$ cat config.mk
export PLATFORM = sky130hd
export DESIGN_NAME = prefetcher_r_responder
export DESIGN_NICKNAME = d
export VERILOG_FILES = /design/src/rtl/prefetcher_pkg.sv /design/src/rtl/prefetcher_r_responder_sync_fifo.sv /design/src/rtl/prefetcher_r_responder.sv
export SDC_FILE = /design/constraint.sdc
export NUM_CORES = 1
export LEC_CHECK = 0
export CORE_AREA = 2 2 409 411
export CTS_BUF_LIST = sky130_fd_sc_hd__clkbuf_4
export DETAILED_ROUTE_END_ITERATION = 8
export DIE_AREA = 0 0 411 413
export MAX_ROUTING_LAYER = met4
export SETUP_SLACK_MARGIN = 0.2
export SLEW_MARGIN = 30
export SYNTH_ARGS = -nofsm -noshare
export SYNTH_HDL_FRONTEND = slang
export SYNTH_HIERARCHICAL = 1
export SYNTH_SLANG_ARGS = --single-unit
$ cat constraint.sdc
create_clock -name clk -period 3.8 [get_ports clk]
set_input_delay 0.76 -clock clk [delete_from_list [all_inputs] [get_ports clk]]
set_output_delay 0.76 -clock clk [all_outputs]
set_load 0.02 [all_outputs]
$ cat src/rtl/prefetcher_pkg.sv
// prefetcher_pkg: shared error codes, FSM state and AXI response constants for the prefetcher
package prefetcher_pkg;
  typedef enum logic [1:0] {
    ERR_NONE   = 2'd0,
    ERR_NO_ID  = 2'd1,
    ERR_ID_OVF = 2'd2,
    ERR_BEAT   = 2'd3
  } err_e;
  typedef enum logic {
    IDLE  = 1'b0,
    BURST = 1'b1
  } state_e;
  localparam logic [1:0] RRESP_OKAY = 2'b00;
endpackage

$ cat src/rtl/prefetcher_r_responder_sync_fifo.sv
// sync_fifo: power-of-two synchronous FIFO; a push while full is accepted only if a pop frees a slot that cycle
module sync_fifo #(
  parameter int W     = 8,
  parameter int LOG_D = 1
) (
  input  logic           clk,
  input  logic           resetN,
  input  logic           push,
  input  logic           pop,
  input  logic [W-1:0]   din,
  output logic [W-1:0]   dout,
  output logic           full,
  output logic           empty,
  output logic [LOG_D:0] count
);
  localparam int D = 1 << LOG_D;
  logic [W-1:0] mem_q [D];
  logic [W-1:0] mem_d [D];
  logic [LOG_D-1:0] wr_q, wr_d, rd_q, rd_d;
  logic [LOG_D:0] cnt_q, cnt_d;
  logic do_push, do_pop;
  assign full  = cnt_q == (LOG_D+1)'(D);
  assign empty = cnt_q == '0;
  assign count = cnt_q;
  assign dout  = mem_q[rd_q];
  always_comb begin
    do_pop  = pop & ~empty;
    do_push = push & (~full | do_pop);
    mem_d   = mem_q;
    if (do_push) mem_d[wr_q] = din;
    wr_d  = wr_q + LOG_D'(do_push);
    rd_d  = rd_q + LOG_D'(do_pop);
    cnt_d = cnt_q + (LOG_D+1)'(do_push) - (LOG_D+1)'(do_pop);
  end
  always_ff @(posedge clk or negedge resetN)
    if (!resetN) begin
      mem_q <= '{default: '0};
      wr_q  <= '0;
      rd_q  <= '0;
      cnt_q <= '0;
    end else begin
      mem_q <= mem_d;
      wr_q  <= wr_d;
      rd_q  <= rd_d;
      cnt_q <= cnt_d;
    end
endmodule

$ cat src/rtl/prefetcher_r_responder.sv
// prefetcher_r_responder: drains promised queue blocks into AXI R beats tagged with the outstanding AR ID.
// Define PREF_R_RESP_ERRCHK_EN to check respLast against reqBurstLen (errorCode 3, forced last).
module prefetcher_r_responder
  import prefetcher_pkg::*;
#(
  parameter int LOG_BLOCK_DATA_BYTES = 6,
  parameter int LOG_QUEUE_SIZE       = 8,
  parameter int ID_BITS              = 4,
  parameter int LOG_ID_DEPTH         = 3
) (
  input  logic                                clk,
  input  logic                                resetN,
  input  logic                                arAccept,
  input  logic [ID_BITS-1:0]                  arId,
  input  logic [LOG_QUEUE_SIZE-1:0]           reqBurstLen,
  input  logic                                pr_r_valid,
  input  logic [(8<<LOG_BLOCK_DATA_BYTES)-1:0] respData,
  input  logic                                respLast,
  output logic                                pr_pop,
  output logic                                m_rvalid,
  input  logic                                m_rready,
  output logic [(8<<LOG_BLOCK_DATA_BYTES)-1:0] m_rdata,
  output logic                                m_rlast,
  output logic [ID_BITS-1:0]                  m_rid,
  output logic [1:0]                          m_rresp,
  output logic                                idFull,
  output logic [1:0]                          errorCode
);
  localparam int DW = 8 << LOG_BLOCK_DATA_BYTES;
  localparam int BW = DW + 1 + ID_BITS;
  state_e state_q, state_d;
  logic [LOG_QUEUE_SIZE:0] beat_q, beat_d;
  err_e err_q, err_d;
  logic last_buf_q, last_buf_d;
  logic [ID_BITS-1:0] id_head;
  logic id_empty;
  logic [LOG_ID_DEPTH:0] id_cnt;
  logic [BW-1:0] buf_din, buf_dout;
  logic buf_empty, buf_full;
  logic [1:0] buf_cnt;
  logic r_hs, id_pop, space, beat_last, err_beat, unused_ok;
  assign r_hs      = m_rvalid & m_rready;
  assign id_pop    = r_hs & m_rlast;
  assign space     = ~buf_cnt[1] | r_hs;
  // a buffered last beat still owns the ID head, so the next burst must wait for its handshake
  assign pr_pop    = resetN & pr_r_valid & space & ~id_empty & ~last_buf_q;
  assign buf_din   = {respData, beat_last, id_head};
  assign {m_rdata, m_rlast, m_rid} = buf_dout;
  assign m_rvalid  = ~buf_empty;
  assign m_rresp   = RRESP_OKAY;
  assign errorCode = err_q;
  assign unused_ok = ^{id_cnt, buf_full};
  sync_fifo #(.W(ID_BITS), .LOG_D(LOG_ID_DEPTH)) u_id_fifo (
    .clk(clk), .resetN(resetN), .push(arAccept), .pop(id_pop), .din(arId),
    .dout(id_head), .full(idFull), .empty(id_empty), .count(id_cnt)
  );
  sync_fifo #(.W(BW), .LOG_D(1)) u_out_buf (
    .clk(clk), .resetN(resetN), .push(pr_pop), .pop(r_hs), .din(buf_din),
    .dout(buf_dout), .full(buf_full), .empty(buf_empty), .count(buf_cnt)
  );
  always_ff @(posedge clk or negedge resetN)
    if (!resetN) begin
      state_q    <= IDLE;
      beat_q     <= '0;
      err_q      <= ERR_NONE;
      last_buf_q <= 1'b0;
    end else begin
      state_q    <= state_d;
      beat_q     <= beat_d;
      err_q      <= err_d;
      last_buf_q <= last_buf_d;
    end
  always_comb state_d = pr_pop ? (beat_last ? IDLE : BURST) : state_q;
  always_comb begin
`ifdef PREF_R_RESP_ERRCHK_EN
    err_beat  = pr_pop & (respLast ? beat_q < {1'b0, reqBurstLen} : beat_q == {1'b0, reqBurstLen});
    beat_last = respLast | (beat_q == {1'b0, reqBurstLen});
`else
    err_beat  = 1'b0;
    beat_last = respLast;
`endif
    beat_d     = state_d == IDLE ? '0 : beat_q + (LOG_QUEUE_SIZE+1)'(pr_pop);
    err_d      = err_beat ? ERR_BEAT :
                 (arAccept & idFull & ~id_pop) ? ERR_ID_OVF :
                 (pr_r_valid & space & id_empty) ? ERR_NO_ID : ERR_NONE;
    last_buf_d = (pr_pop & beat_last) | (last_buf_q & ~id_pop);
  end
`ifndef PREF_R_RESP_ERRCHK_EN
  logic unused_cfg;
  assign unused_cfg = ^reqBurstLen;
`endif
endmodule
---- Yosys cells after proc, flatten, opt, wreduce, memory -nomap -nowiden ----
Index checks and enable logic that the tools add are counted.
operators by class
  add/subtract/negate cells ............... 8
  order comparisons ....................... 6
  equality and inequality tests ........... 2
  mux-type cells .......................... 14
  bitwise gates (word level) .............. 31
  reduce and logical (&&, ||, !) cells .... 4
operator list
  operator            number
  $mux 517            4
  $bwmux 1034         1
  $demux 517 s1       1
  $bwmux 32           1
  $and 1x1->1         16
  $bmux 4 s3          1
  $demux 4 s3         1
  $mux 4              3
  $ge 4x4->1 const B  2
  $not 3->4           2
  $not 1->1           7
  $add 3x1->3         2
  $add 4x1->4         1
  $eq 4x4->1 const B  1
  $ge 2x2->1 const B  2
  $logic_not 4->1     1
  $lt 4x1->1 const B  1
  $not 1->2           2
  $or 1x1->1          4
  $sub 4x1->4         1
  $add 1x1->1         2
  $add 2x1->2         1
  $eq 2x2->1 const B  1
  $logic_and 1x1->1   2
  other kinds (5)     5
word-level totals
  register bits after elaboration ......... 1083
  input bits .............................. 530
  output and inout bits ................... 524

---- Longest topological paths before layout ----
  word-level depth ........................ 10
  gate-level depth with buffers ........... 15
  mapped depth without buffers ............ 12

---- By module ----
The synthesis kept the hierarchy.
modules (own cells, without submodules)
  module                  times used  cells each  area an instance (µm²)
  sync_fifo at u_out_buf  1           2783        46040.4
  sync_fifo at u_id_fifo  1           134         2064.5
  prefetcher_r_responder  1           19          180.2

---- Least setup slack after synthesis ----
OpenSTA, ideal clock, no wires.
  path kind ............................... input-to-reg
  start point ............................. in m_rready
  end point ............................... reg u_out_buf/mem_q[386] (netlist name)
  setup time .............................. 125 ps
  arrival ................................. 2852 ps
  required time ........................... 3675 ps
  slack ................................... 823 ps
  stages .................................. 10
  cells stage by stage .................... nand2b_1 > a21oi_1 > nor2b_1 > a21boi_0 > ha_1 > buf_2 > buf_6 > buf_6 > buf_6 > mux2_4
between the ends
  longest elaborated chain between the ends .. 6
  elaborated cells between the ends (all ways) .. 8
  those cells by class .................... 8 x bitwise
RTL lines
  item                       RTL line                                RTL
  from (decl)                prefetcher_r_responder.sv:21            input logic m_rready,
  $and 1x1->1                prefetcher_r_responder.sv:42            assign r_hs = m_rvalid & m_rready;
  $or 1x1->1                 prefetcher_r_responder.sv:44            assign space = ~buf_cnt[1] | r_hs;
  $and 1x1->1 (3 in series)  prefetcher_r_responder.sv:46            assign pr_pop = resetN & pr_r_valid & space & ~id_empty & ~last_buf_q;
  via pr_pop                 prefetcher_r_responder.sv:19            output logic pr_pop,
  $and 1x1->1                prefetcher_r_responder_sync_fifo.sv:28  do_push = push & (~full | do_pop);
  to (signal assigned)       prefetcher_r_responder_sync_fifo.sv:42  mem_q <= mem_d;
  to (decl)                  prefetcher_r_responder_sync_fifo.sv:17  logic [W-1:0] mem_q [D];
The timed path passes the listed nets, and every way through them passes these cells.
A chain may end at the register's enable or synchronous reset.

---- Final worst setup path ----
  start point ............................. reg u_out_buf.rd_q
  end point ............................... out m_rdata[445]
between the ends
  longest elaborated chain between the ends .. 4
RTL lines
  item                                          RTL line                                RTL
  from (decl)                                   prefetcher_r_responder_sync_fifo.sv:19  logic [LOG_D-1:0] wr_q, wr_d, rd_q, rd_d;
  from (signal assigned)                        prefetcher_r_responder_sync_fifo.sv:44  rd_q <= rd_d;
  $not 1->2 (implied by the code)               prefetcher_r_responder_sync_fifo.sv:25  assign dout = mem_q[rd_q];
  $mux 517 (implied by the code) (3 in series)  prefetcher_r_responder_sync_fifo.sv:25
  to (decl)                                     prefetcher_r_responder.sv:22            output logic [(8<<LOG_BLOCK_DATA_BYTES)-1:0] m_rdata,
Every way passes these cells. The select of a mux whose other input is x is not followed.

==> reports/qor.csv <==
metric;value;unit
status;finished, violations left;
violations;setup timing;
drt_iter0_markers;985;
numCtsBuffers;324;
crit_path_top_delay_cell;clkdlybuf4s50_1;
ff_latch_area;0.0271;sq mm
place_congestion;0.814;
ys_seq_area_share;56.1;%
setup_violations;319;
clock-sinks;1083;
cp_cell_sequence;buf_16 > buf_16 > mux2_4 > clkdlybuf4s50_1;
critPathKind;flop to output port;
seq_power_share;32.1;%
synth-seq-cells;1083;
setup_slack;-0.202;ns
swShare;36.0;%
area_growth;45.8;%
overflow;0;
dr.pass1.iters;4;
layout_commonest_cell;mux2_2;
ant_nets;0;
cp_common_cell;buf_16;
combinationalPowerShare;50.7;%
synth-main-ff-cell;dfrtp_1;
layout_common_cells;mux2_2 (1256), dfrtp_1 (1082), clkdlybuf4s50_1 (677);
yosysWarnings;6;
drv_cap;0;
cts_tree;yes;
power.share.clock;17.2;%
drc_errors;0;
layout-drive-gt1-share;45.7;%
grt_util_all_layers;17.2;%
multiInputGateArea;0.0199;sq mm
grt_max_degree;167;
wl_per_cell;20.3;microns
slowest_delay;0.60;ns
ctsHtreeMaxLevel;5;
grt_pass1_wl;217000;microns
hold_viol_final;0;
synth_area_per_cell;16.4;sq um
initial_core_util;29.1;%
end_kind;output port;
die-width;411;microns
slew_headroom;43.3;%
crit-reg2reg-launch;u_id_fifo/count[2]$_DFF_PN0_;
critical-path-top-delay-family;buffers and inverters;
vias;31600;
routed_wl;145000;microns
hp-class;input pin to async pin;
fillCellCount;15400;
p_per_area;895;mW/mm^2
syn_area;0.0483;sq mm
tightestPinTransition;0.851;ns
fin_crit_sh;105;%
rows;150;
internal_power;40.3;mW
synth_area_leaders;dfrtp_1 (56%), mux2_2 (29%), mux2_4 (10%);
clk_pin_slew;0.06;ns
synth_top_area_share;56.1;%
total_power;63.0;mW
critPathLaunchType;flop;
die_height;413;microns
clock_path_buffers;4;
async_flop_share;100;%
clock.fmax;250;MHz
io_buffer_count;1043;
startpoint;u_out_buf/rd_q$_DFF_PN0_;
clkLatencyLatePin;1.32;ns
core_area;0.166;sq mm
antenna_found_initial;27;
clockRootBuffer;clkbuf_4;
post-dp-hpwl;102000;microns
cp_max_fo;18;
first_global_vias;35200;
critPathRequiredTime;3.04;ns
cp.arrival;3.24;ns
min_period;4.00;ns
placedCellCount;6120;
p_leak;31.6;nW
boundaryPins;1054;
synth-edff-count;0;
path_buf_inv;3;
synth.distinct_cells;36;
synth_area_leader_cell;dfrtp_1;
p_switching;22.7;mW
rsz0062_at_grt;true;
slew_violations;0;
skew;0.122;ns
fin_cells;7150;
vias_per_cell;4.41;
netlist_instances;2936;
ir_worst_vdd;0.594;mV
nNetsFinal;5258;
dieArea;0.170;sq mm
power by group through the flow:
stage          Clock (mW)  Combinational, mW  Sequential, mW
2_1_floorplan           0               20.2            19.4
3_3_place_gp            0               32.6            20.1
3_5_place_dp            0               32.8            20.4
4_1_cts              11.4               32.4            20.2
5_1_grt              12.0               33.6            21.0
6_report             10.9               31.9            20.2
cells by family (layout without fill, tap and decap cells):
kind of cell | after synthesis | after routing | share of synthesized area [%]
adder cells (fa/ha/maj) | 14 | 14 | 0.378
other | 1 | 29 | 0.00777
flip-flops | 1083 | 1083 | 56.1
multiplexers | 1595 | 1595 | 39.9
AND/OR/NAND/NOR | 27 | 27 | 0.347
buffers and inverters | 192 | 2174 | 2.70
AO/OA/AOI/OAI | 17 | 17 | 0.360
XOR/XNOR | 7 | 7 | 0.127
synthesized netlist by cell type (all sizes together), types with 3 or more instances:
cell type	n
a21oi	4
mux4	8
nand2b	3
mux2	1587
nand3b	3
nand2	6
xor2	5
inv	14
nor2b	5
a211oi	4
buf	177
nor2	3
dfrtp	1083
ha	13
flip-flops by register name, summed over array words and instances, names as in the netlist:
name	cells
u_out_buf/mem_q	1034
u_out_buf/wr_q	1
u_id_fifo/rd_q	3
u_id_fifo/count	4
last_buf_q	1
errorCode	2
u_id_fifo/wr_q	3
u_id_fifo/mem_q	32
u_out_buf/count	2
u_out_buf/rd_q	1
worst min-delay path, delay by kind of cell:
| kind | cells | cell delay, ns |
|---|---|---|
| buffers and inverters | 3 | 1.08 |
final timing paths:
kind | end | slack [ns] | cells after the start
worst min register to register | u_out_buf/mem_q[659]$_DFFE_PN0P_ | 0.50 | 1
worst max register to register | u_out_buf/mem_q[777]$_DFFE_PN0P_ | 0.69 | 13
worst min-delay path | u_out_buf/mem_q[487]$_DFFE_PN0P_ | 0.15 | 3
min in group clk | u_out_buf/mem_q[348]$_DFFE_PN0P_ | 0.18 | 2
max in group asynchronous | u_out_buf/mem_q[307]$_DFFE_PN0P_ | 2.11 | 5
worst max-delay path | m_rdata[445] | -0.20 | 4
layout make-up:
class | count | area share, %
flip-flops and latches | 1083 | 38.5
multi-input cells | 1662 | 28.3
repair buffers | 1629 | 23.6
clock buffers | 469 | 5.00
well taps | 2204 | 3.92
clock inverters | 62 | 0.457
diodes | 27 | 0.0960
inverters | 14 | 0.0853
per-layer routing:
layer  up-vias  global-route usage [%]  wire length [microns]
met3       286                    5.28                  10400
li1      14300                       -                      -
met5         -                       -                      0
met4         0                    7.53                   5070
met1     16000                    20.5                  61000
met2       977                    26.8                  69000
repair_timing:
| action | in CTS | in global routing |
|---|---|---|
| endpoints found under the setup margin | 519 | 519 |
| setup buffers | 4 | 1 |
| hold buffers | 462 | 0 |
| endpoints found under the hold margin | 1157 | 0 |
| gates cloned | 4 | 0 |
| gates resized for setup | 296 | 214 |
through the flow:
| stage | TNS (ns) | worst slack (ns) | hold slack, ns | instance area (sq um) | utilization (%) |
|---|---|---|---|---|---|
| final | -39.16 | -0.202 | 0.155 | 70400 | 42.4 |
| after global placement | 0 | 0.357 | 0.483 | 61700 | 37.2 |
| after global routing | -149.23 | -0.450 | -0.0191 | 70400 | 42.4 |
| after floorplan | 0 | 0.823 | 0.464 | 48300 | - |
| after CTS | -169.12 | -0.460 | 0.000707 | 70100 | 42.2 |
| after detailed placement | 0 | 0.325 | 0.489 | 61700 | 37.2 |
Power figures use the tool's default switching activity.
